==> config.mk <==
export PLATFORM = sky130hd
export DESIGN_NAME = bw_mult_pipe
export DESIGN_NICKNAME = d
export VERILOG_FILES = /design/src/rtl/bw_pkg.sv /design/src/rtl/bw_pp_fa.sv /design/src/rtl/bw_mult_pipe.sv
export SDC_FILE = /design/constraint.sdc
export NUM_CORES = 1
export LEC_CHECK = 0
export CELL_PAD_IN_SITES_DETAIL_PLACEMENT = 1
export CELL_PAD_IN_SITES_GLOBAL_PLACEMENT = 2
export CORE_UTILIZATION = 35
export CTS_CLUSTER_SIZE = 25
export DETAILED_ROUTE_END_ITERATION = 7
export PLACE_DENSITY = 0.83
export SLEW_MARGIN = 20
export SYNTH_ARGS = -nofsm -noshare
export SYNTH_HDL_FRONTEND = slang
export SYNTH_HIERARCHICAL = 1
export SYNTH_SLANG_ARGS = --single-unit
==> constraint.sdc <==
create_clock -name clk -period 2.14 [get_ports clk]
set_input_delay 0.214 -clock clk [delete_from_list [all_inputs] [get_ports clk]]
set_output_delay 0.214 -clock clk [all_outputs]
set_load 0.05 [all_outputs]
==> src/rtl/bw_pkg.sv <==
// Shared helpers for the pipelined Baugh-Wooley multiplier: partial-product
// inversion rule and the signed-mode correction constant.
package bw_pkg;

    // Widest product the correction helper can describe.
    localparam int unsigned MAX_P_W = 64;

    // Inversion flag for partial product bit (i, j). In signed mode, a bit
    // whose weight carries exactly one operand sign bit is complemented.
    function automatic logic t_bit(input logic sgn, input int unsigned i,
                                   input int unsigned j, input int unsigned a_w,
                                   input int unsigned b_w);
        return sgn && ((i == a_w - 1) != (j == b_w - 1));
    endfunction

    // Correction constant for signed mode. Complementing the sign-weighted
    // rows leaves a bias of -(2^(P-1)) + 2^(A-1) + 2^(B-1) per the two
    // negative rows; modulo 2^P this is 2^(A-1) + 2^(B-1) + 2^(P-1). When
    // A_W == B_W the two low terms merge into a single 1 at column A_W.
    function automatic logic [MAX_P_W-1:0] bw_corr_vec(input int unsigned a_w,
                                                        input int unsigned b_w);
        logic [MAX_P_W-1:0] one;
        one = MAX_P_W'(1);
        return (one << (a_w - 1)) + (one << (b_w - 1)) + (one << (a_w + b_w - 1));
    endfunction

endpackage

==> src/rtl/bw_pp_fa.sv <==
// One array cell: full adder whose first operand is the (possibly inverted)
// partial product bit (a & b) ^ t.
module bw_pp_fa (
    input  logic a,
    input  logic b,
    input  logic t,
    input  logic s,
    input  logic cin,
    output logic sum,
    output logic cout
);
    logic pp;

    assign pp   = (a & b) ^ t;
    assign sum  = pp ^ s ^ cin;
    assign cout = (pp & s) | (pp & cin) | (s & cin);

endmodule

==> src/rtl/bw_mult_pipe.sv <==
// Pipelined Baugh-Wooley multiplier. Stage k folds multiplier row k into a
// carry-save (sum, carry) pair; a final stage resolves the pair into out_p.
// Handshake: a beat moves on in_valid & in_ready and leaves on
// out_valid & out_ready; the whole pipe advances together when
// adv = !out_valid | out_ready, and in_ready is exactly adv.
module bw_mult_pipe
    import bw_pkg::*;
#(
    parameter int  A_W = 7,
    parameter int  B_W = 5,
    localparam int P_W = A_W + B_W
) (
    input  logic           clk,
    input  logic           rst_n,
    input  logic           in_valid,
    output logic           in_ready,
    input  logic           in_signed,
    input  logic [A_W-1:0] in_a,
    input  logic [B_W-1:0] in_b,
    output logic           out_valid,
    input  logic           out_ready,
    output logic [P_W-1:0] out_p,
    output logic           out_signed
);

    // Stage record carried between pipeline registers.
    typedef struct packed {
        logic [P_W-1:0] sum;
        logic [P_W-1:0] carry;
        logic [A_W-1:0] a;
        logic [B_W-1:0] b;
        logic           sgn;
        logic           valid;
    } stage_t;

    localparam logic [MAX_P_W-1:0] CORR_FULL = bw_corr_vec(A_W, B_W);
    localparam logic [P_W-1:0]     CORR      = CORR_FULL[P_W-1:0];

    logic   adv;
    stage_t head;
    stage_t last;
    logic [P_W-1:0] total;
    logic   unused_tail;

    assign adv      = !out_valid || out_ready;
    assign in_ready = adv;

    // Incoming beat seeds the carry-save pair with the mode's constant.
    always_comb begin
        head       = '0;
        head.sum   = in_signed ? CORR : '0;
        head.a     = in_a;
        head.b     = in_b;
        head.sgn   = in_signed;
        head.valid = in_valid;
    end

    for (genvar k = 0; k < B_W; k++) begin : g_stage
        stage_t         prev;
        stage_t         nxt;
        stage_t         q;
        logic [P_W-1:0] cell_sum;
        logic [P_W-1:0] cell_cout;
        logic           unused_cout;

        if (k == 0) begin : g_first
            assign prev = head;
        end else begin : g_next
            assign prev = g_stage[k-1].q;
        end

        for (genvar c = 0; c < P_W; c++) begin : g_col
            if (c >= k && c - k < A_W) begin : g_pp
                logic t;
                assign t = t_bit(prev.sgn, c - k, k, A_W, B_W);
                bw_pp_fa u_fa (
                    .a   (prev.a[c-k]),
                    .b   (prev.b[k]),
                    .t   (t),
                    .s   (prev.sum[c]),
                    .cin (prev.carry[c]),
                    .sum (cell_sum[c]),
                    .cout(cell_cout[c])
                );
            end else begin : g_pass
                bw_pp_fa u_fa (
                    .a   (1'b0),
                    .b   (1'b0),
                    .t   (1'b0),
                    .s   (prev.sum[c]),
                    .cin (prev.carry[c]),
                    .sum (cell_sum[c]),
                    .cout(cell_cout[c])
                );
            end
        end

        // Carries move one column left; the carry out of the top column is
        // beyond the product width and is dropped.
        assign unused_cout = cell_cout[P_W-1];

        // Next-stage record: operands and mode ride along, sum/carry update.
        always_comb begin
            nxt       = prev;
            nxt.sum   = cell_sum;
            nxt.carry = {cell_cout[P_W-2:0], 1'b0};
        end

        // Stage register; holds (bubbles included) while the output stalls.
        always_ff @(posedge clk or negedge rst_n) begin
            if (!rst_n) begin
                q <= '0;
            end else if (adv) begin
                q <= nxt;
            end
        end
    end

    assign last        = g_stage[B_W-1].q;
    assign total       = last.sum + last.carry;
    assign unused_tail = ^{last.a, last.b};

    // Carry-propagate stage; bubbles present a zero product.
    always_ff @(posedge clk or negedge rst_n) begin
        if (!rst_n) begin
            out_valid  <= 1'b0;
            out_p      <= '0;
            out_signed <= 1'b0;
        end else if (adv) begin
            out_valid  <= last.valid;
            out_p      <= last.valid ? total : '0;
            out_signed <= last.valid ? last.sgn : 1'b0;
        end
    end

endmodule

-- Word level (Yosys, flattened, before mapping)
Index checks and enable logic that the tools add are counted.
- word-level logic and storage cells: 313
- output and inout bits: 15
- register bits: 180
- bits of input ports: 17
- bitwise gates (word level): 276
- multiplexer cells: 3
- add/sub/neg operators: 1
- reduce and logical (&&, ||, !) cells: 2
- operators by type and width (kind ; count):
    1-bit bitwise AND ; 133
    1-bit XOR ; 82
    1-bit bitwise OR ; 56
    12-bit 2-to-1 mux ; 2
    12-bit adder ; 1
    1-bit XOR (second input constant) ; 3
    1-bit bitwise AND (second input constant) ; 2
    1-bit zero test ; 1
    1-bit logical OR ; 1
    1-bit 2-to-1 mux ; 1

-- Depth between registers and ports, before layout
Gate-level depths: netlist (run 1).
- word-level depth: 5
- gate-level depth with buffers: 7

-- Cells and area by module
Netlist (run 1), hierarchy kept.
- by module, submodules not included (module ; area an instance (µm²) ; sequential area each (µm²) ; times used ; cells each):
    bw_mult_pipe ; 6962.9 ; 4429.2 ; 1 ; 788
    bw_pp_fa ; 47.5 ; 0.0 ; 60 ; 7

-- Worst setup path after synthesis (run 1)
OpenSTA, ideal clock, no wires.
- kind: reg-to-reg
- from: reg g_stage[4].q[15] in the netlist's numbering
- to: reg out_p[9]
- slack: 82 ps
- data required time: 2045 ps
- arrival: 1962 ps
- cell stages (with the launch flop): 8
- library setup time: 95 ps
- path through: dfrtp_1 ha_1 fa_1 a21o_1 a221oi_1 o21ai_1 xnor2_1 o31ai_1
- longest elaborated chain between the ends: 2
- RTL lines (what ; RTL line ; text):
    start, declared ; bw_mult_pipe.sv:61 ; stage_t q;
    start signal, assigned ; bw_mult_pipe.sv:114 ; q <= nxt;
    12-bit adder ; bw_mult_pipe.sv:120 ; assign total = last.sum + last.carry;
    12-bit 2-to-1 mux ; bw_mult_pipe.sv:131 ; out_p <= last.valid ? total : '0;
    end signal, assigned ; bw_mult_pipe.sv:131 ;
    end, declared ; bw_mult_pipe.sv:22 ; output logic [P_W-1:0] out_p,
No other way between the ends.
A chain may end at the register's enable or synchronous reset.

-- Worst setup path in the final report (run 1)
- from: reg g_stage[4].q[19] in the netlist's numbering
- to: reg out_p[10]
Same word-level chain as after synthesis.

==> flow_summary.ini, run 1 <==
[outcome]
status = finished, final reports clean

[global_route]
grt_pass1_vias = 7469
grt_usage_pct = 14.4
grt_max_degree = 138
antenna_found_initial = 0
grt-ovfl-total = 0
grt_pass1_wl_microns = 33700

[die]
die_w_microns = 169
start_util_pct = 36.0
ioPinCount = 32
row_count = 60
core_area_sq_mm = 0.0272
die_area_sq_mm = 0.0287
die_height_microns = 169

[clock_tree]
cts_sinks = 177
numCtsBuffers = 17
cts_tree = built
clkTransAtPathRegs_ns = 0.06
root_buffer = clkbuf_16
cts_buffer_depth = 2
clk_latency_ns = 0.42
htree_num_levels = 4

[layout]
final_cell_mix = nand2_1, inv_1, dfrtp_1, conb_1, xor2_1
nets = 1442
areaGrowthSynthToFinish_pct = 19.1
antennaDiodeCount = 0
mostFrequentLayoutCell = nand2_1
fillers = 3350
drive_gt1_share_pct = 3.73

[worst_setup_path]
critPathArrivalTime_ns = 2.38
critPathLaunch = g_stage[4].q[19]
cp-end-kind = flop
path_class = reg2reg
critPathLaunchType = flop
reg2reg_from = g_stage[4].q[19]
path_max_fanout = 5
rr_worst_depth = 6
reg2reg_slack_ns = 0.08
worstPathRequired_ns = 2.45
timing.rr.end = out_p[10]
endpoint = out_p[10]

[pwr]
vdd_ir_drop_max_uv = 597
p_per_area_mw_per_mm2 = 1380
leakage_nw = 6.55

[timing]
rsz0062_at_grt = true
setup-violations-final = 0
worst_slack_ns = 0.0750
worst_slew_pin_slew_ns = 0.628
whs_ns = 0.328
hold_viol = 0
period_needed_ns = 2.06
clock-skew-final_ns = 0.0119
period_share_pct = 96.5
slew-limit-headroom_pct = 58.2
timing.fmax_mhz = 484
drv_slew = 0

[placed_design]
gp_congestion = 0.720
dp_hpwl_microns = 12700
pre_cts_ws_ns = -0.0131
io_buffers = 31

[flow_run]
cap_violations = 0

[hold_path]
min-delay-path-class = in2reg
hold_start = in_b[1]

[detailed_routing]
vias = 6884
drc = 0
drt_iter0_drc = 251
ant_nets = 0
drt_wl_total_microns = 18000
viasPerCell = 3.96
post_drt_wl_per_cell_microns = 10.3
detail_route.first_pass.iterations = 4

[synthesis]
syn_area_sq_mm = 0.00980
netlist_instances = 1203
synth_area_per_cell_sq_um = 8.14
yosys_warnings = 6
[metal layers]
| layer | share of wire, % | track usage, % | vias up |
|---|---|---|---|
| met5 | 0 | 0 | - |
| met2 | 51 | 26.5 | 40 |
| li1 | - | - | 3593 |
| met3 | 1.5 | 2.73 | 12 |
| met1 | 47 | 17.0 | 3239 |
| met4 | 1.0 | 4.00 | 0 |
[report_power, final]
part	total (W)	internal, W	switching [W]
registers	0.00586	0.00491	0.000954
logic	0.00709	0.00277	0.00432
clock network	0.00313	0.00184	0.00129
[cell type report]
class | instances | area (sq um) | area share (%)
Tap cell | 372 | 465 | 3.99
Timing Repair Buffer | 46 | 464 | 3.98
Inverter | 238 | 898 | 7.70
Clock inverter | 8 | 104 | 0.890
Sequential cell | 177 | 4430 | 38.0
Clock buffer | 23 | 488 | 4.18
Multi-Input combinational cell | 874 | 4820 | 41.3
[how the worst min path moves through the flow]
stage          slack (ns)  cells past startpoint               to
3_3_place_gp         0.25                      1        out_valid
5_1_grt              0.34                      3  g_stage[0].q[3]
6_report             0.33                      3  g_stage[0].q[3]
3_5_place_dp         0.26                      1        out_valid
4_1_cts              0.30                      3  g_stage[0].q[3]
2_1_floorplan       -0.08                      0  g_stage[0].q[0]
[sequential cells by signal (all words and copies together) (netlist names)]
signal	flops
g_stage.g_col.g_pp.t	4
out_valid	1
g_stage.q	159
out_p	12
out_signed	1
[critical path, stage by stage (launching register included)]
cell and delay (ns):
dfrtp_1 0.39, ha_1 0.36, a21o_1 0.23, a31o_1 0.23
o21a_1 0.20, or3_1 0.30, a32o_1 0.25
[stage by stage]
step | area [sq um] | TNS (ns) | power [W] | cells | utilization (%)
final | 11700 | 0 | 0.0161 | 1738 | 42.9
after global routing | 11700 | -0.00107 | 0.0180 | 1738 | 42.9
after CTS | 11600 | 0 | 0.0164 | 1736 | 42.8
after detailed placement | 11000 | -0.0131 | 0.0132 | 1703 | 40.6
after global placement | 11000 | 0 | 0.0127 | 1703 | 40.6
after floorplan | 10300 | 0 | 0.0112 | 1327 | -
[timing repair]
item                                    4_1_cts  5_1_grt
hold buffers                                  1        0
pin swaps                                     0        3
hold endpoints to repair                     59        0
buffers inserted                              1        2
gates cloned                                  0        0
resized for setup                             1        3
endpoints found under the setup margin        1        3
Power figures use the tool's default switching activity.
==> run 2: changes to the inputs <==
--- a/config.mk
+++ b/config.mk
@@ -11,7 +11,6 @@
 export CTS_CLUSTER_SIZE = 25
 export DETAILED_ROUTE_END_ITERATION = 7
 export PLACE_DENSITY = 0.83
-export SLEW_MARGIN = 20
 export SYNTH_ARGS = -nofsm -noshare
 export SYNTH_HDL_FRONTEND = slang
 export SYNTH_HIERARCHICAL = 1
==> results of run 2 <==
Same layout as run 1: the final DEF is identical, and so are final timing and power.
==> run 3: changes to the inputs <==
--- a/config.mk
+++ b/config.mk
@@ -7,6 +7,7 @@
 export LEC_CHECK = 0
 export CELL_PAD_IN_SITES_DETAIL_PLACEMENT = 1
 export CELL_PAD_IN_SITES_GLOBAL_PLACEMENT = 2
+export CORE_ASPECT_RATIO = 0.9
 export CORE_UTILIZATION = 35
 export CTS_CLUSTER_SIZE = 25
 export DETAILED_ROUTE_END_ITERATION = 7
@@ -15,3 +16,4 @@
 export SYNTH_HDL_FRONTEND = slang
 export SYNTH_HIERARCHICAL = 1
 export SYNTH_SLANG_ARGS = --single-unit
+export TNS_END_PERCENT = 1
==> flow_summary.ini, run 3 (synthesis results as in run 1) <==
[placed_design]
gp_congestion = 0.768
dp_hpwl_microns = 12600
dp.cells = 1685
post_dp_cell_area_sq_mm = 0.0110
io_buffers = 31
pre_cts_ws_ns = -0.0254

[detailed_routing]
drc = 0
post_drt_wl_per_cell_microns = 10.6
drt_wl_total_microns = 18200
vias = 6915
drt_iter0_drc = 240
ant_nets = 0
viasPerCell = 4.03
detail_route.first_pass.iterations = 4

[timing]
period_needed_ns = 2.04
setup-violations-final = 0
hold_viol = 0
drv_slew = 0
worst_slew_pin_slew_ns = 0.558
whs_ns = 0.319
slew-limit-headroom_pct = 62.8
clock-skew-final_ns = 0.0114
timing.fmax_mhz = 490
period_share_pct = 95.3
rsz0062_at_grt = true
worst_slack_ns = 0.101

[layout]
design_area_sq_mm = 0.0117
final_util_pct = 42.9
antennaDiodeCount = 0
areaGrowthSynthToFinish_pct = 19.2
fin_cells = 1717
largest_reg_flops = 159
mostFrequentLayoutCell = nand2_1
regMostFlops = g_stage.q
multi_input_area_sq_mm = 0.00483
fillers = 3358
seqCellArea_sq_mm = 0.00443
final_cell_mix = nand2_1, inv_1, dfrtp_1, conb_1, xor2_1
drive_gt1_share_pct = 3.60
nets = 1440

[worst_setup_path]
cp-end-kind = flop
slowest_stage = dfrtp_1
path_max_fanout = 3
cp_num_cells = 8
crit_family = compound AO/OA/AOI/OAI gates
critPathArrivalTime_ns = 2.37
path_class = reg2reg
rr_worst_depth = 8
critPathLaunchType = flop
crit_chain = ha_2 > fa_2 > a21o_1 > a221oi_2 > buf_4 > o21ai_1 > xnor2_1 > o31ai_1
critical-path-max-stage-delay_ns = 0.38
worstPathRequired_ns = 2.47
crit_buf_inv = 1

[clock_tree]
clk_latency_ns = 0.43
clkTransAtPathRegs_ns = 0.07
cts_sinks = 177
cts_buffer_depth = 2
numCtsBuffers = 17
root_buffer = clkbuf_16
htree_num_levels = 4
cts_tree = built

[hold_path]
min-delay-path-class = in2reg
min_path_cells = 3

[pwr]
p_per_area_mw_per_mm2 = 1390
leakage_nw = 6.56
vdd_ir_drop_max_uv = 622

[global_route]
grt_usage_pct = 14.3
grt-ovfl-total = 0
grt_pass1_vias = 7273
antenna_found_initial = 0
grt_pass1_wl_microns = 33200
grt_max_degree = 86

[flow_run]
cap_violations = 0

[die]
die_area_sq_mm = 0.0287
start_util_pct = 36.0
die_w_microns = 178
row_count = 57
ioPinCount = 32
die_height_microns = 161
core_area_sq_mm = 0.0272

[outcome]
status = finished, final reports clean
==> run 3: through the flow <==
stage | setup TNS, ns | total power (W)
final | 0 | 0.0162
after global routing | -0.00471 | 0.0181
after CTS | 0 | 0.0165
after detailed placement | -0.0254 | 0.0132
after global placement | -0.0114 | 0.0128
after floorplan | 0 | 0.0112
==> run 3: cell type report <==
type	count	area share (%)
clock buffers	22	4.15
clock inverters	8	0.889
multi-input cells	874	41.3
well taps	354	3.79
inverters	238	7.69
flip-flops and latches	177	37.9
repair buffers	44	4.23
==> run 3: worst min-delay path: cells and delay by family <==
family | cells | cell delay, ns
buffers and inverters | 1 | 0.40
and+or+nand+nor | 2 | 0.10
==> run 3: report_power, final <==
part	internal (W)	total [W]	switching [W]
clock	0.00184	0.00314	0.00131
combinational	0.00282	0.00718	0.00436
sequential	0.00491	0.00586	0.000954
==> run 3: repair_timing <==
item,in CTS,in global routing
hold buffers,1,0
hold endpoints to repair,57,0
setup endpoints to repair,2,4
buffers inserted,0,1
pin swaps,0,1
gates cloned,0,0
gates resized for setup,1,4
==> run 3: final timing paths <==
path / start / end / slack (ns)
worst max-delay path: g_stage[4].q[15] / out_p[9] / 0.10
max in group asynchronous: rst_n / g_stage[3].q[22] / 1.05
worst min-delay path: in_b[1] / g_stage[0].q[3] / 0.32
worst max register to register: g_stage[4].q[15] / out_p[9] / 0.10
worst min register to register: g_stage[0].q[17] / g_stage[0].q[17] / 0.46
min in group asynchronous: rst_n / g_stage[3].q[37] / 0.33
==> run 3: layer usage <==
layer	up-vias	wire length (microns)	GRT usage [%]	part of all wire (%)
met5	-	0	0	0
met4	0	178	3.97	0.98
met3	16	387	3.20	2.1
met2	51	8830	24.5	49
met1	3244	8790	18.0	48
li1	3604	-	-	-
